==> src/rtl/alu_seq_pkg.sv <==
// rtl/alu_seq_pkg.sv - shared opcode, state, flag and decode definitions for alu_sequencer
//
// Contents:
//   alu_op_e     request opcode encoding (0 ADD .. 14 SRL, 15 reserved)
//   ST_*         sequencer state codes
//   FLAG_*       bit positions inside the Z80 flag byte
//   RSV_*        {R,S,V} core function selects
//   CF_*, SHIN_* carry-in and shift-in source selects
//   alu_ctl_t    per-opcode control vector produced by alu_seq_decode
package alu_seq_pkg;

  typedef enum logic [3:0] {
    OP_ADD  = 4'd0,
    OP_ADC  = 4'd1,
    OP_SUB  = 4'd2,
    OP_SBC  = 4'd3,
    OP_AND  = 4'd4,
    OP_XOR  = 4'd5,
    OP_OR   = 4'd6,
    OP_CP   = 4'd7,
    OP_RLC  = 4'd8,
    OP_RRC  = 4'd9,
    OP_RL   = 4'd10,
    OP_RR   = 4'd11,
    OP_SLA  = 4'd12,
    OP_SRA  = 4'd13,
    OP_SRL  = 4'd14,
    OP_RSVD = 4'd15
  } alu_op_e;

  localparam logic [2:0] ST_IDLE = 3'd0;
  localparam logic [2:0] ST_LD1  = 3'd1;
  localparam logic [2:0] ST_LD2  = 3'd2;
  localparam logic [2:0] ST_LO   = 3'd3;
  localparam logic [2:0] ST_HI   = 3'd4;
  localparam logic [2:0] ST_RD   = 3'd5;
  localparam logic [2:0] ST_DONE = 3'd6;

  localparam int FLAG_S  = 7;
  localparam int FLAG_Z  = 6;
  localparam int FLAG_Y  = 5;
  localparam int FLAG_H  = 4;
  localparam int FLAG_X  = 3;
  localparam int FLAG_PV = 2;
  localparam int FLAG_N  = 1;
  localparam int FLAG_C  = 0;

  localparam logic [2:0] RSV_ADD = 3'b000;
  localparam logic [2:0] RSV_AND = 3'b001;
  localparam logic [2:0] RSV_XOR = 3'b010;
  localparam logic [2:0] RSV_OR  = 3'b011;

  localparam logic [1:0] CF_ZERO   = 2'd0;
  localparam logic [1:0] CF_ONE    = 2'd1;
  localparam logic [1:0] CF_CARRY  = 2'd2;
  localparam logic [1:0] CF_NCARRY = 2'd3;

  localparam logic [1:0] SHIN_ZERO = 2'd0;
  localparam logic [1:0] SHIN_A7   = 2'd1;
  localparam logic [1:0] SHIN_A0   = 2'd2;
  localparam logic [1:0] SHIN_CF   = 2'd3;

  typedef struct packed {
    logic [2:0] rsv;
    logic       op2_pos;
    logic       sub;
    logic       logic_op;
    logic       and_op;
    logic       shift;
    logic [1:0] shin_sel;
    logic       right;
    logic       sra;
    logic [1:0] cf_sel;
    logic       cp;
    logic       err;
  } alu_ctl_t;

  // Subtract family: operand B enters the core inverted and N is set.
  function automatic logic is_sub_op(input alu_op_e op);
    return (op == OP_SUB) || (op == OP_SBC) || (op == OP_CP);
  endfunction

endpackage

==> src/rtl/alu_seq_decode.sv <==
// rtl/alu_seq_decode.sv - combinational opcode to control-vector decode for alu_sequencer
//
// Ports:
//   op   in   4  request opcode
//   ctl  out     alu_ctl_t control vector (RSV, op2 polarity, families, shift setup, carry-in, err)
// Build option ALU_SEQ_SHIFT_EN: when undefined, opcodes 8-14 decode as errors and
// never request the input shifter.
module alu_seq_decode
  import alu_seq_pkg::*;
(
  input  alu_op_e  op,
  output alu_ctl_t ctl
);

  always_comb begin
    ctl          = '0;
    ctl.rsv      = RSV_ADD;
    ctl.sub      = is_sub_op(op);
    ctl.op2_pos  = !is_sub_op(op);
    ctl.cf_sel   = CF_ZERO;
    ctl.shin_sel = SHIN_ZERO;
    case (op)
      OP_ADD: ctl.cf_sel = CF_ZERO;
      OP_ADC: ctl.cf_sel = CF_CARRY;
      OP_SUB: ctl.cf_sel = CF_ONE;
      OP_SBC: ctl.cf_sel = CF_NCARRY;
      OP_CP: begin
        ctl.cf_sel = CF_ONE;
        ctl.cp     = 1'b1;
      end
      OP_AND: begin
        ctl.rsv      = RSV_AND;
        ctl.logic_op = 1'b1;
        ctl.and_op   = 1'b1;
      end
      OP_XOR: begin
        ctl.rsv      = RSV_XOR;
        ctl.logic_op = 1'b1;
      end
      OP_OR: begin
        ctl.rsv      = RSV_OR;
        ctl.logic_op = 1'b1;
      end
`ifdef ALU_SEQ_SHIFT_EN
      OP_RLC: begin
        ctl.shift    = 1'b1;
        ctl.shin_sel = SHIN_A7;
      end
      OP_RRC: begin
        ctl.shift    = 1'b1;
        ctl.shin_sel = SHIN_A0;
        ctl.right    = 1'b1;
      end
      OP_RL: begin
        ctl.shift    = 1'b1;
        ctl.shin_sel = SHIN_CF;
      end
      OP_RR: begin
        ctl.shift    = 1'b1;
        ctl.shin_sel = SHIN_CF;
        ctl.right    = 1'b1;
      end
      OP_SLA: ctl.shift = 1'b1;
      OP_SRA: begin
        ctl.shift = 1'b1;
        ctl.right = 1'b1;
        ctl.sra   = 1'b1;
      end
      OP_SRL: begin
        ctl.shift = 1'b1;
        ctl.right = 1'b1;
      end
`endif
      default: ctl.err = 1'b1;
    endcase
  end

endmodule

==> src/rtl/alu_sequencer.sv <==
// rtl/alu_sequencer.sv - multi-cycle controller running one 8-bit Z80 op on the nibble-serial alu
//
// Ports:
//   clk, nreset                      clock, synchronous active-low reset
//   req_valid/req_ready              request handshake; req_op/req_a/req_b/req_cf payload
//   resp_valid                       one-cycle completion pulse; resp_result/resp_flags/resp_err
//   db_out/db_drive/db_in            split alu data bus
//   alu_*  (outputs)                 alu bus enables, shifter, operand mux and core controls
//   alu_core_cf_out, alu_shift_out,
//   alu_parity_out, alu_zero         alu feedback
// Build option ALU_SEQ_SHIFT_EN enables opcodes 8-14 (see alu_seq_decode).
module alu_sequencer
  import alu_seq_pkg::*;
(
  input  logic       clk,
  input  logic       nreset,
  input  logic       req_valid,
  output logic       req_ready,
  input  logic [3:0] req_op,
  input  logic [7:0] req_a,
  input  logic [7:0] req_b,
  input  logic       req_cf,
  output logic       resp_valid,
  output logic [7:0] resp_result,
  output logic [7:0] resp_flags,
  output logic       resp_err,
  output logic [7:0] db_out,
  output logic       db_drive,
  input  logic [7:0] db_in,
  output logic       alu_oe,
  output logic       alu_op1_oe,
  output logic       alu_op2_oe,
  output logic       alu_res_oe,
  output logic       alu_shift_oe,
  output logic       alu_bs_oe,
  output logic       alu_shift_enable,
  output logic       alu_shift_in,
  output logic       alu_shift_right,
  output logic       alu_shift_sra,
  output logic       alu_op1_sel_bus,
  output logic       alu_op1_sel_low,
  output logic       alu_op1_sel_zero,
  output logic       alu_op2_sel_bus,
  output logic       alu_op2_sel_lq,
  output logic       alu_op2_sel_zero,
  output logic       alu_sel_op2_pos,
  output logic       alu_sel_op2_low,
  output logic       alu_op_low,
  output logic       alu_core_cf_in,
  output logic       alu_core_R,
  output logic       alu_core_S,
  output logic       alu_core_V,
  output logic       alu_parity_in,
  input  logic       alu_core_cf_out,
  input  logic       alu_shift_out,
  input  logic       alu_parity_out,
  input  logic       alu_zero
);

  logic [2:0] state;
  logic [3:0] op_q;
  logic [7:0] a_q, b_q;
  logic       cf_q;
  logic       sc, hc, zl, pl, cc, zh, p;
  alu_ctl_t   ctl;
  alu_op_e    dec_op;
  logic [7:0] done_result, done_flags;
  logic       arith, b7x;

  // In IDLE the live request is decoded so the error path can be taken at accept.
  assign dec_op = alu_op_e'((state == ST_IDLE) ? req_op : op_q);

  alu_seq_decode u_decode (
    .op  (dec_op),
    .ctl (ctl)
  );

  assign req_ready  = (state == ST_IDLE);
  assign resp_valid = (state == ST_DONE);

  // Result and flags are formed from db_in while the result is on the bus in RD.
  always_comb begin
    arith       = !ctl.logic_op && !ctl.shift;
    b7x         = ctl.sub ? ~b_q[7] : b_q[7];
    done_result = ctl.cp ? a_q : db_in;
    done_flags  = '0;
    done_flags[FLAG_S] = db_in[7];
    done_flags[FLAG_Z] = zl & zh;
    done_flags[FLAG_Y] = ctl.cp ? b_q[5] : db_in[5];
    done_flags[FLAG_X] = ctl.cp ? b_q[3] : db_in[3];
    done_flags[FLAG_N] = ctl.sub;
    if (ctl.and_op)
      done_flags[FLAG_H] = 1'b1;
    else if (arith)
      done_flags[FLAG_H] = hc ^ ctl.sub;
    if (ctl.shift)
      done_flags[FLAG_C] = sc;
    else if (arith)
      done_flags[FLAG_C] = cc ^ ctl.sub;
    done_flags[FLAG_PV] = arith ? ((a_q[7] == b7x) && (db_in[7] != a_q[7])) : p;
  end

  always_ff @(posedge clk) begin
    if (!nreset) begin
      state       <= ST_IDLE;
      op_q        <= '0;
      a_q         <= '0;
      b_q         <= '0;
      cf_q        <= 1'b0;
      sc          <= 1'b0;
      hc          <= 1'b0;
      zl          <= 1'b0;
      pl          <= 1'b0;
      cc          <= 1'b0;
      zh          <= 1'b0;
      p           <= 1'b0;
      resp_result <= '0;
      resp_flags  <= '0;
      resp_err    <= 1'b0;
    end else begin
      case (state)
        ST_IDLE: begin
          if (req_valid) begin
            op_q <= req_op;
            a_q  <= req_a;
            b_q  <= req_b;
            cf_q <= req_cf;
            if (ctl.err) begin
              state       <= ST_DONE;
              resp_result <= req_a;
              resp_flags  <= '0;
              resp_err    <= 1'b1;
            end else begin
              state <= ST_LD1;
            end
          end
        end
        ST_LD1: begin
          sc    <= alu_shift_out;
          state <= ST_LD2;
        end
        ST_LD2: state <= ST_LO;
        ST_LO: begin
          hc    <= alu_core_cf_out;
          zl    <= alu_zero;
          pl    <= alu_parity_out;
          state <= ST_HI;
        end
        ST_HI: begin
          cc    <= alu_core_cf_out;
          zh    <= alu_zero;
          p     <= alu_parity_out;
          state <= ST_RD;
        end
        ST_RD: begin
          resp_result <= done_result;
          resp_flags  <= done_flags;
          resp_err    <= 1'b0;
          state       <= ST_DONE;
        end
        ST_DONE: state <= ST_IDLE;
        default: state <= ST_IDLE;
      endcase
    end
  end

  assign alu_op1_oe       = 1'b0;
  assign alu_op2_oe       = 1'b0;
  assign alu_bs_oe        = 1'b0;
  assign alu_op1_sel_low  = 1'b0;
  assign alu_op1_sel_zero = 1'b0;
  assign alu_op2_sel_lq   = 1'b0;

  // Moore decode of the alu control wires; everything idles at 0.
  always_comb begin
    db_out           = '0;
    db_drive         = 1'b0;
    alu_oe           = 1'b0;
    alu_res_oe       = 1'b0;
    alu_shift_oe     = 1'b0;
    alu_shift_enable = 1'b0;
    alu_shift_in     = 1'b0;
    alu_shift_right  = 1'b0;
    alu_shift_sra    = 1'b0;
    alu_op1_sel_bus  = 1'b0;
    alu_op2_sel_bus  = 1'b0;
    alu_op2_sel_zero = 1'b0;
    alu_sel_op2_pos  = 1'b0;
    alu_sel_op2_low  = 1'b0;
    alu_op_low       = 1'b0;
    alu_core_cf_in   = 1'b0;
    alu_core_R       = 1'b0;
    alu_core_S       = 1'b0;
    alu_core_V       = 1'b0;
    alu_parity_in    = 1'b0;
    case (state)
      ST_LD1: begin
        db_drive        = 1'b1;
        db_out          = a_q;
        alu_op1_sel_bus = 1'b1;
        alu_shift_oe    = 1'b1;
        if (ctl.shift) begin
          alu_shift_enable = 1'b1;
          alu_shift_right  = ctl.right;
          alu_shift_sra    = ctl.sra;
          case (ctl.shin_sel)
            SHIN_A7: alu_shift_in = a_q[7];
            SHIN_A0: alu_shift_in = a_q[0];
            SHIN_CF: alu_shift_in = cf_q;
            default: alu_shift_in = 1'b0;
          endcase
        end
      end
      ST_LD2: begin
        // Shifts run as "shifted A + 0", so op2 is cleared instead of loaded.
        if (ctl.shift) begin
          alu_op2_sel_zero = 1'b1;
        end else begin
          db_drive        = 1'b1;
          db_out          = b_q;
          alu_op2_sel_bus = 1'b1;
        end
      end
      ST_LO: begin
        alu_op_low      = 1'b1;
        alu_sel_op2_low = 1'b1;
        {alu_core_R, alu_core_S, alu_core_V} = ctl.rsv;
        alu_sel_op2_pos = ctl.op2_pos;
        case (ctl.cf_sel)
          CF_ONE:    alu_core_cf_in = 1'b1;
          CF_CARRY:  alu_core_cf_in = cf_q;
          CF_NCARRY: alu_core_cf_in = ~cf_q;
          default:   alu_core_cf_in = 1'b0;
        endcase
      end
      ST_HI: begin
        {alu_core_R, alu_core_S, alu_core_V} = ctl.rsv;
        alu_sel_op2_pos = ctl.op2_pos;
        alu_core_cf_in  = hc;
        alu_parity_in   = pl;
      end
      ST_RD: begin
        alu_res_oe = 1'b1;
        alu_oe     = 1'b1;
      end
      default: db_out = '0;
    endcase
  end

endmodule

==> config.mk <==
export PLATFORM = sky130hd
export DESIGN_NAME = alu_sequencer
export DESIGN_NICKNAME = d
export VERILOG_FILES = /design/src/rtl/alu_seq_pkg.sv /design/src/rtl/alu_seq_decode.sv /design/src/rtl/alu_sequencer.sv
export SDC_FILE = /design/constraint.sdc
export NUM_CORES = 1
export LEC_CHECK = 0
export BUFFER_PORTS_ARGS = -buffer_cell sky130_fd_sc_hd__buf_2
export CAP_MARGIN = 30
export CORE_MARGIN = 2
export CORE_UTILIZATION = 40
export CTS_CLUSTER_DIAMETER = 100
export DETAILED_ROUTE_END_ITERATION = 8
export PLACE_DENSITY = 0.66
export SYNTH_ARGS = -nofsm -noshare
export SYNTH_HDL_FRONTEND = slang
export SYNTH_SLANG_ARGS = --single-unit
==> constraint.sdc <==
create_clock -name clk -period 3.4 [get_ports clk]
set_input_delay 0.34 -clock clk [delete_from_list [all_inputs] [get_ports clk]]
set_output_delay 0.34 -clock clk [all_outputs]
set_load 0.005 [all_outputs]
==> run_results.csv <==
group,metric,value,unit
status,status,"completed",
floorplanning,initial_core_util,0.416,
pwr,power.leakage,1.27,nW
placement,placed_area,0.00281,mm²
critical_path,required,3.06,ns
detailed_routing,wl_per_cell,14.4,µm
final_layout,fin_cells,441,
timing,maxSlewViolCount,0,
synth,synthArstFlopShare,0,
detailed_routing,first_pass_iters,4,
detailed_routing,wirelength,6350,µm
pwr,ir_drop,0.000232,V
final_layout,drive_gt1_frac,0.279,
critical_path,max_stage_delay,0.63,ns
clock_network,cts_tree,"done",
critical_path,r2r_start,"state[1]",
grt,track_usage,0.192,
critical_path,r2r_slack,1.00,ns
timing,maxSlewHeadroom,0.484,
clock_network,cts_root_buf,"clkbuf_8",
min_path,min_to,"b_q[7]",
final_layout,final_common_cell,"buf_2",
floorplanning,num_rows,28,
timing,setup_violations,0,
timing,hold_viol,0,
clock_network,htree_levels,2,
floorplanning,die_area,0.00684,mm²
timing,max_slew.worst_pin.slew,0.772,ns
grt,grt_pass1_vias,2044,
synth,syn_area_per_cell,8.18,µm²
synth,ys_ff_latch,47,
floorplanning,die-width,82.7,µm
critical_path,start_kind,"flip-flop",
detailed_routing,dr.first_iter.drc_count,217,
synth,yosys_warnings,0,
synth,synth-edff-count,0,
clock_network,cts_num_sinks,47,
clock_network,worstSkewPairLatency,0.30,ns
critical_path,crit_slowest_cell,"nor3b_2",
final_layout,antenna-diode-count,0,
placement,port-buffer-count,74,
final_layout,mostFrequentLayoutCells,"buf_2, nand2_1, dfxtp_1",
timing,final.setup.tns,0,ns
timing,fmax,404,MHz
clock_network,cts_inserted_buffers,5,
floorplanning,die_y,82.7,µm
clock_network,cts_resized,0,
placement,dp_cells,433,
detailed_routing,drtAntennaViolNets,0,
grt,grt_max_degree,32,
detailed_routing,post-route-drc-count,0,
critical_path,worstPathArrival,2.14,ns
clock_network,cts_hold_buf,0,
grt,gr-total-overflow,0,
timing,fin_crit_sh,0.729,
critical_path,crit_fanout,13,
synth,synth_cells,303,
timing,fin_skew,0.00274,ns
grt,grt_pass1_wl,10100,µm
synth,yosysTopAreaCellShare,0.380,
final_layout,nNetsFinal,401,
grt,antenna_found_initial,0,
clock_network,cts_setup_buffers,0,
run,cap_violations,0,
synth,synth_cell_types,48,
detailed_routing,vias_per_cell,5.25,
final_layout,area_growth,17.3,%
critical_path,critPathKind,"reg2out",
synth,yosysSeqAreaShare,0.380,
timing,finalCriticalPeriod,2.48,ns
pwr,power.density,456,mW/mm²
timing,rsz0062_at_grt,"no",
detailed_routing,num_vias,2315,
critical_path,rr_worst_depth,6,
synth,synth-main-ff-cell,"dfxtp_1",
min_path,min_path_type,"in2reg",
critical_path,reg2reg_to,"resp_result[7]",
clock_network,clk_pin_slew,0.09,ns
floorplanning,core,0.00596,mm²
final_layout,fin_area,0.00291,mm²
critical_path,end_kind,"output pin",
min_path,hold-path-cell-count,3,
min_path,hold_start,"req_b[7]",
critical_path,cp_cell_sequence,"nor3b_2 -> o21ai_0 -> a211oi_1 -> buf_2",
floorplanning,num_io_pins,88,
placement,post-dp-hpwl,4540,µm
synth,synth_largest_area_cell,"dfxtp_1",
synth,synthTopCellsByArea,"dfxtp_1, nand2_1, a21oi_1, buf_4, nor2_1",
clock_network,clock_path_buffers,2,
placement,gp_congestion,0.878,
synth,synth_area,0.00248,mm²
[critical path: cells and delay by family (launching register included)]
| family | cells | cell delay [ns] |
|---|---|---|
| and+or+nand+nor | 1 | 0.63 |
| DFF | 1 | 0.53 |
| AOI/OAI and AO/OA | 2 | 0.52 |
| buffers and inverters | 1 | 0.16 |
[layer usage]
layer | vias to the layer above | GRT usage | share of wire
li1 | 1161 | - | -
met1 | 1075 | 0.275 | 0.47
met2 | 72 | 0.298 | 0.46
met3 | 7 | 0.0359 | 0.057
met4 | 0 | 0.0508 | 0.011
met5 | - | 0 | 0
[flip-flops by register name, indices dropped and copies added (netlist names), 3 cells and up]
signal,cells
a_q,8
b_q,8
resp_flags,8
resp_result,8
op_q,4
state,3
[cell usage after synthesis, types with 6 or more instances]
cell and number:
nor2_1 30, mux2i_1 7, nand2_1 57, clkbuf_1 14, a22o_1 8, a222oi_1 6
buf_4 15, dfxtp_1 47, a21oi_1 28, o21ai_0 6, a211oi_1 6
[metrics by stage]
step                total power [mW]  setup slack [ns]  hold WS (ns)  utilization
floorplan                      0.892              1.24         0.432            -
global placement               0.972              1.05         0.440        0.472
detailed placement             0.978              1.01         0.446        0.472
CTS                             1.34             0.914         0.264        0.488
global route                    1.41             0.764         0.273        0.488
finish                          1.33             0.923         0.273        0.488
[power breakdown]
part / switching (mW) / leakage, nW / total (mW) / internal (mW)
logic: 0.188 / 0.836 / 0.326 / 0.138
registers: 0.0471 / 0.383 / 0.640 / 0.593
clock network: 0.194 / 0.0516 / 0.361 / 0.167
[how the worst max path moves through the flow]
| stage | startpoint | endpoint | slack [ns] |
|---|---|---|---|
| 2_1_floorplan | state[1] | resp_result[2] | 1.24 |
| 3_3_place_gp | state[1] | resp_result[2] | 1.05 |
| 3_5_place_dp | state[1] | resp_result[6] | 1.01 |
| 4_1_cts | state[2] | alu_core_S | 0.91 |
| 5_1_grt | state[2] | alu_core_S | 0.76 |
| 6_report | state[2] | alu_core_S | 0.92 |
[area by class of cell]
cell class	count	area, µm²
fill	621	3050
inverter	7	31.3
clock buffer	6	82.6
timing repair buffer	78	400
tap	75	93.8
sequential	47	941
clock inverter	2	13.8
multi-input combinational	226	1350
[cell families after synthesis]
kind of cell	Yosys count	synth area share
simple gates	117	0.215
compound gates	75	0.206
flops	47	0.380
buf+inv	41	0.0944
mux	17	0.0858
xor+xnor	5	0.0177
other cells	1	0.00151
(Power assumes the default switching activity.)
